[config.mk]
export PLATFORM = sky130hd
export DESIGN_NAME = ex_seq_ctrl
export DESIGN_NICKNAME = d
export VERILOG_FILES = /design/src/rtl/ex_seq_ctrl_pkg.sv /design/src/rtl/ex_seq_ctrl_sat_counter.sv /design/src/rtl/ex_seq_ctrl.sv
export SDC_FILE = /design/constraint.sdc
export NUM_CORES = 1
export LEC_CHECK = 0
export CORE_AREA = 3 3 70 72
export CTS_CLUSTER_SIZE = 12
export DETAILED_ROUTE_END_ITERATION = 8
export DIE_AREA = 0 0 73 75
export GPL_ROUTABILITY_DRIVEN = 0
export PLACE_DENSITY = 0.78
export SETUP_SLACK_MARGIN = 0.2
export SLEW_MARGIN = 20
export SYNTH_ARGS = -nofsm -noshare
export SYNTH_HDL_FRONTEND = slang
export SYNTH_HIERARCHICAL = 1
export SYNTH_SLANG_ARGS = --single-unit
[constraint.sdc]
create_clock -name clk -period 3.7 [get_ports clk]
set_input_delay 0.74 -clock clk [delete_from_list [all_inputs] [get_ports clk]]
set_output_delay 0.74 -clock clk [all_outputs]
set_load 0.03 [all_outputs]
[src/rtl/ex_seq_ctrl_pkg.sv]
// Shared types and constants for the execute-stage sequencing controller.
// Imported by the controller and its bench.
package ex_seq_ctrl_pkg;

  typedef enum logic [1:0] {
    ST_IDLE = 2'd0,
    ST_WAIT = 2'd1,
    ST_DONE = 2'd2
  } state_t;

  localparam int TIMEOUT_DEFAULT = 64;
  localparam int CNT_W           = 8;

endpackage

[src/rtl/ex_seq_ctrl_sat_counter.sv]
// Up-counter that sticks at all-ones instead of wrapping.
// Counts only when inc is high; clear takes priority over inc.
module sat_counter #(
  parameter int W = 32
) (
  input  logic         clk,
  input  logic         rst,
  input  logic         inc,
  input  logic         clear,
  output logic [W-1:0] count
);

  always_ff @(posedge clk or posedge rst) begin
    if (rst) begin
      count <= '0;
    end else if (clear) begin
      count <= '0;
    end else if (inc && (count != '1)) begin
      count <= count + W'(1);
    end
  end

endmodule

[src/rtl/ex_seq_ctrl.sv]
// Execute-stage sequencer: single-cycle ops pass through, multi-cycle ops are
// handed to the iterative mul/div unit while EX and upstream are held.
module ex_seq_ctrl
  import ex_seq_ctrl_pkg::*;
#(
  parameter int XLEN    = 32,
  parameter int TIMEOUT = TIMEOUT_DEFAULT
) (
  input  logic            clk,
  input  logic            rst,
  input  logic            id_valid,
  input  logic            is_multi,
  input  logic            flush,
  input  logic            mem_stall,
  input  logic            md_done,
  output logic            md_start,
  output logic            md_abort,
  output logic            ex_en,
  output logic            stall_up,
  output logic            bubble,
  output logic            err_timeout,
  output logic [XLEN-1:0] stall_cnt
);

  localparam logic [CNT_W-1:0] CNT_LAST = CNT_W'(TIMEOUT - 1);

  state_t           state;
  state_t           state_nxt;
  logic [CNT_W-1:0] cnt;
  logic [CNT_W-1:0] cnt_nxt;
  logic             err_set;
  logic             start_multi;
  logic             timeout_hit;

  assign start_multi = id_valid & is_multi & ~flush;
  assign timeout_hit = (cnt == CNT_LAST);

  // State register
  always_ff @(posedge clk or posedge rst) begin
    if (rst) begin
      state       <= ST_IDLE;
      cnt         <= '0;
      err_timeout <= 1'b0;
    end else begin
      // NOTE: non-blocking so every flop samples the pre-edge values of its peers.
      state <= state_nxt;
      cnt   <= cnt_nxt;
      if (err_set) begin
        err_timeout <= 1'b1;
      end
    end
  end

  // Next-state logic
  always_comb begin
    // NOTE: defaults first so no path leaves a variable unassigned (no latches).
    state_nxt = state;
    cnt_nxt   = cnt;
    err_set   = 1'b0;
    case (state)
      ST_IDLE: begin
        if (!mem_stall && start_multi) begin
          state_nxt = ST_WAIT;
          cnt_nxt   = '0;
        end
      end
      ST_WAIT: begin
        cnt_nxt = cnt + CNT_W'(1);
        if (flush) begin
          state_nxt = ST_IDLE;
        end else if (md_done) begin
          state_nxt = ST_DONE;
        end else if (timeout_hit) begin
          state_nxt = ST_IDLE;
          err_set   = 1'b1;
        end
      end
      ST_DONE: begin
        if (!mem_stall) begin
          state_nxt = ST_IDLE;
        end
      end
      default: state_nxt = ST_IDLE;
    endcase
  end

  // Output logic: Mealy, forced to the quiet reset pattern while rst is held
  always_comb begin
    md_start = 1'b0;
    md_abort = 1'b0;
    ex_en    = 1'b0;
    stall_up = 1'b0;
    bubble   = 1'b0;
    if (rst) begin
      bubble = 1'b1;
    end else begin
      case (state)
        ST_IDLE: begin
          if (mem_stall) begin
            stall_up = 1'b1;
          end else if (start_multi) begin
            md_start = 1'b1;
            stall_up = 1'b1;
            bubble   = 1'b1;
          end else begin
            ex_en = 1'b1;
          end
        end
        ST_WAIT: begin
          stall_up = 1'b1;
          bubble   = 1'b1;
          // A result arriving on the last allowed cycle wins over the timeout abort.
          md_abort = flush | (~md_done & timeout_hit);
        end
        ST_DONE: begin
          if (mem_stall) begin
            stall_up = 1'b1;
          end else if (flush) begin
            bubble = 1'b1;
          end else begin
            ex_en = 1'b1;
          end
        end
        default: bubble = 1'b1;
      endcase
    end
  end

  sat_counter #(.W(XLEN)) u_stall_cnt (
    .clk   (clk),
    .rst   (rst),
    .inc   (stall_up),
    .clear (1'b0),
    .count (stall_cnt)
  );

endmodule
## Yosys cells after proc, flatten, opt, wreduce, memory -nomap -nowiden

Cells that the tools add are included.

| word-level totals | value |
|---|---|
| register bits after elaboration | 43 |
| input bits | 7 |
| output and inout bits | 38 |
| word-level logic and storage cells | 58 |

| operators by class | value |
|---|---|
| add/sub/neg operators | 2 |
| eq/ne operators | 7 |
| mux-type cells | 32 |
| bitwise gates (word level) | 6 |
| reductions and logical operators | 7 |

Operators with widths:

| operator | number |
|---|---|
| 32-bit by 1-bit adder with 32-bit output, second input constant | 1 |
| 32-bit != test, second input constant | 1 |
| 1-bit two-way mux | 21 |
| 8-bit case mux with 2 select lines | 1 |
| 2-bit two-way mux | 5 |
| 8-bit by 1-bit adder with 8-bit output, second input constant | 1 |
| 8-bit by 6-bit equality test with 1-bit output, second input constant | 1 |
| 8-bit two-way mux | 1 |
| 2-bit case mux with 3 select lines | 1 |
| 2-bit != test, second input constant | 2 |
| 4-bit != test, second input constant | 1 |
| 1-bit case mux with 2 select lines | 2 |
| 1-bit bitwise AND | 3 |
| 1-bit case mux with 3 select lines | 1 |
| 3-bit AND reduction | 1 |
| 2-bit by 1-bit equality test with 1-bit output, second input constant | 1 |
| 2-bit equality test, second input constant | 1 |
| 1-bit logical AND | 2 |
| 2-bit zero test | 1 |
| 1-bit inverter | 2 |
| 2-bit AND reduction | 1 |
| 2-bit nonzero test | 1 |
| 1-bit zero test | 1 |
| 1-bit OR | 1 |

## Logic depth before layout (Yosys ltp)

| depth | value |
|---|---|
| depth in word-level cells | 7 |
| gate-level depth with buffers | 10 |
| gate-level depth less buffers | 9 |

## Cells and area by module

Netlist, hierarchy kept.

By module, submodules not included:

| module | instances | cells an instance | area an instance (µm²) | sequential area each (µm²) |
|---|---|---|---|---|
| sat_counter | 1 | 186 | 1740.4 | 800.8 |
| ex_seq_ctrl | 1 | 66 | 605.6 | 275.3 |

## Least setup slack after synthesis

Ideal clock, no wire load.

| timing | value |
|---|---|
| path type | input to register |
| start point | in flush |
| end point | reg u_stall_cnt.count[19] |
| setup time | 77 ps |
| data arrival time | 3045 ps |
| data required time | 3623 ps |
| slack | 577 ps |
| cell stages on the path | 10 |
| path buffers | 1 |
| cell sequence | nand3b_4 > a21oi_1 > a21oi_1 > nor2_1 > nand4_1 > nor3_1 > o311ai_1 > buf_2 > or4_1 > a21oi_1 |

| on the way | value |
|---|---|
| word-level cells in the longest chain between the ends | 7 |

Ends and longest elaborated chain:

| element | line | text |
|---|---|---|
| from (decl) | ex_seq_ctrl.sv:13 | `input logic flush,` |
| 1-bit inverter | ex_seq_ctrl.sv:35 | `assign start_multi = id_valid & is_multi & ~flush;` |
| 1-bit bitwise AND | ex_seq_ctrl.sv:35 |  |
| 1-bit two-way mux | ex_seq_ctrl.sv:101 | `end else if (start_multi) begin` |
| 1-bit two-way mux | ex_seq_ctrl.sv:99 | `if (mem_stall) begin` |
| 1-bit case mux with 3 select lines | ex_seq_ctrl.sv:97 | `case (state)` |
| 1-bit two-way mux | ex_seq_ctrl.sv:94 | `if (rst) begin` |
| via stall_up | ex_seq_ctrl.sv:19 | `output logic stall_up,` |
| 1-bit logical AND | ex_seq_ctrl_sat_counter.sv:18 | `end else if (inc && (count != '1)) begin` |
| to (signal assigned) | ex_seq_ctrl_sat_counter.sv:19 | `count <= count + W'(1);` |
| to (decl) | ex_seq_ctrl_sat_counter.sv:10 | `output logic [W-1:0] count` |

The timed path passes the listed nets, and every way through them passes these cells.
A chain may end at the register's enable or synchronous reset.

## Worst setup path after layout

| timing | value |
|---|---|
| start point | in flush |
| end point | out md_start |

| on the way | value |
|---|---|
| word-level cells in the longest chain between the ends | 6 |

Ends and longest elaborated chain:

| element | line | text |
|---|---|---|
| 1-bit inverter | ex_seq_ctrl.sv:35 |  |
| 1-bit bitwise AND | ex_seq_ctrl.sv:35 |  |
| 1-bit two-way mux | ex_seq_ctrl.sv:101 |  |
| 1-bit two-way mux | ex_seq_ctrl.sv:99 |  |
| 1-bit two-way mux | ex_seq_ctrl.sv:97 |  |
| 1-bit two-way mux | ex_seq_ctrl.sv:94 |  |
| to (decl) | ex_seq_ctrl.sv:16 | `output logic md_start,` |

No other way between the ends.

==> results_dict.tcl <==
set metrics [dict create \
    run_status "completed" \
    drc 0 \
    dpl_cell_area_um2 2856 \
    grt_max_degree 33 \
    vias_per_cell 6.121 \
    switching_share_pct 26.15 \
    avgSynthCellArea_um2 9.310 \
    path_class "in -> out" \
    final_hold_viol_count 0 \
    synth_area_leaders "dfrtp_1, a21oi_1, o31ai_1, or4_1, or3_1" \
    diodes 0 \
    end_kind "primary output" \
    grt_use_total_pct 21.37 \
    stdcell_area_um2 2952 \
    cp.arrival_ns 2.66 \
    ys.flop_type "dfrtp_1" \
    start_util_pct 53.88 \
    drt_iter0_markers 172 \
    worst_slew_pin_slew_ns 0.8577 \
    async_reset_ff_share_pct 100.0 \
    cts_buffers 5 \
    cts_tree "yes" \
    cts_hold_buf 0 \
    power_mw 0.9158 \
    dpl.hpwl_um 3908 \
    ys_types 43 \
    die-width_um 73 \
    finalCriticalPeriod_ns 3.399 \
    cts_sinks 43 \
    seqPwrFrac_pct 56.6 \
    powerDensity_nw_per_um2 310.3 \
    yosys.area.top_type_share_pct 45.87 \
    io_buffers 44 \
    ys_ff_latch 43 \
    overflow 0 \
    p_leak_nw 1.170 \
    relSlewSlack_pct 42.30 \
    routed-via-count 2179 \
    p_int_mw 0.6763 \
    required_ns 2.96 \
    layout.nets 313 \
    drt-total-wl_um 5497 \
    cts_root_buf "clkbuf_8" \
    ir_drop_uv 285.9 \
    die_area_um2 5475 \
    core_area_um2 4354 \
    drive_above_1_share_pct 6.579 \
    grt_pass1_vias 1986 \
    maxCapViolCount 0 \
    synth.largest_area_cell "dfrtp_1" \
    min_path_type "reg -> reg" \
    rsz0062_at_grt "no" \
    synth_edf_count 0 \
    antenna_found_initial 0 \
    cp_max_fo 6 \
    setup_viol 0 \
    tns_ns 0 \
    cts_resized 0 \
    drv_slew 0 \
    cts_buffer_depth 2 \
    synth_cells 252 \
    io_pins 45 \
    post_cts_buffers 0 \
    clk_pin_slew_ns 0.08 \
    syn_to_final_growth_pct 25.81 \
    fmax_mhz 294.2 \
    drtAntennaViolNets 0 \
    clock_latency_ns 0.30 \
    crit_path_start_kind "primary input" \
    p_sw_mw 0.2395 \
    die_y_um 75 \
    htreeDepth 2 \
    rows 24 \
    pwr-share-clk_pct 33.3 \
    yosysSeqAreaShare_pct 45.87 \
    comb_power_share_pct 10.1 \
    clock_skew_ns 0.004515 \
    ys_warn_count 6 \
    grt_pass1_wl_um 9266 \
    fin_crit_sh_pct 91.85 \
    routedWlPerCell_um 15.44 \
    syn_area_um2 2346 \
    drt_pass1_iterations 4 \
]
-- through the flow --
stage | hold WS, ns | utilization (%) | std cells | setup slack (ns)
after floorplan | 0.4592 | - | 256 | 0.5772
after global placement | 0.4376 | 65.60 | 349 | 0.3269
after detailed placement | 0.4421 | 65.60 | 349 | 0.2848
after CTS | 0.4609 | 67.61 | 356 | 0.2993
after global routing | 0.4841 | 67.79 | 356 | 0.2426
final | 0.4551 | 67.79 | 356 | 0.3014
-- layout by cell type (no fill, tap or decap), types with 2 or more instances in the layout --
cell / count
xnor2_1: 2
ha_1: 2
nor4_1: 4
conb_1: 5
o31ai_1: 16
and3_1: 5
nand4_1: 8
nand3_1: 16
o211a_1: 2
clkbuf_8: 6
and4_1: 4
a21oi_1: 32
or4_1: 14
buf_4: 5
dfrtp_1: 43
nand2_1: 16
o21ai_1: 3
or3_1: 13
or4_4: 2
o21ai_0: 16
inv_1: 11
nor2_1: 11
clkdlybuf4s50_1: 44
o41ai_2: 2
nor3_1: 3
-- layer usage --
layer,GRT usage [%],wire (µm)
met4,6.148,71
met1,29.65,2610
met3,4.673,202
met5,0,0
met2,33.76,2612
-- power by group through the flow --
stage / Sequential, mW / Clock [mW] / Combinational [mW]
global route: 0.523 / 0.331 / 0.104
detailed placement: 0.527 / 0 / 0.0914
finish: 0.518 / 0.305 / 0.0926
floorplan: 0.524 / 0 / 0.0568
CTS: 0.517 / 0.314 / 0.0921
global placement: 0.526 / 0 / 0.0887
-- final timing paths --
| path | start | end | slack [ns] | depth (start not counted) |
|---|---|---|---|---|
| max | flush | md_start | 0.30 | 5 |
| min | err_timeout | err_timeout | 0.46 | 1 |
| max reg2reg | state[0] | u_stall_cnt/count[27] | 1.14 | 10 |
| min reg2reg | err_timeout | err_timeout | 0.46 | 1 |
| max in group asynchronous | rst | u_stall_cnt/count[12] | 2.42 | 3 |
| min in group asynchronous | rst | cnt[7] | 0.91 | 3 |
-- kinds of logic (layout without fill, tap and decap cells) --
family | count (synthesis) | after routing | share of synthesized area [%]
xor+xnor | 3 | 3 | 1.120
other cells | 1 | 5 | 0.1598
flops | 43 | 43 | 45.87
simple gates | 103 | 103 | 26.40
mux | 1 | 1 | 0.4267
compound gates | 80 | 80 | 21.17
fa+ha+maj | 2 | 2 | 1.066
buf+inv | 19 | 67 | 3.786
-- worst max-delay path: stages --
cell,delay (ns)
clkdlybuf4s50_1,0.50
nand3b_4,0.21
or4_4,0.43
nor2_1,0.11
clkdlybuf4s50_1,0.68
-- sequential cells by signal, indices dropped and copies added (netlist names) --
name               flops
err_timeout            1
u_stall_cnt/count     32
cnt                    8
state                  2
-- synth_stat cells, types with 2 or more instances --
cell / count
a21oi_1: 32
and3_1: 5
and4_1: 4
buf_2: 2
buf_6: 2
clkbuf_1: 4
dfrtp_1: 43
ha_1: 2
inv_1: 11
nand2_1: 16
nand3_1: 16
nand4_1: 8
nor2_1: 11
nor3_1: 3
nor4_1: 4
o211a_1: 2
o21ai_0: 16
o21ai_1: 3
o31ai_1: 16
o41ai_1: 2
or3_1: 13
or4_1: 14
or4_4: 2
xnor2_1: 2
-- layout make-up --
class,count,area [µm²]
Tap cell,52,65.06
Sequential cell,43,1076
Clock buffer,6,82.58
Inverter,11,41.29
Clock inverter,1,5.005
Timing Repair Buffer,49,478.0
Fill cell,384,1403
Multi-Input combinational cell,194,1204
No activity file was read; power rests on OpenSTA's default activity.
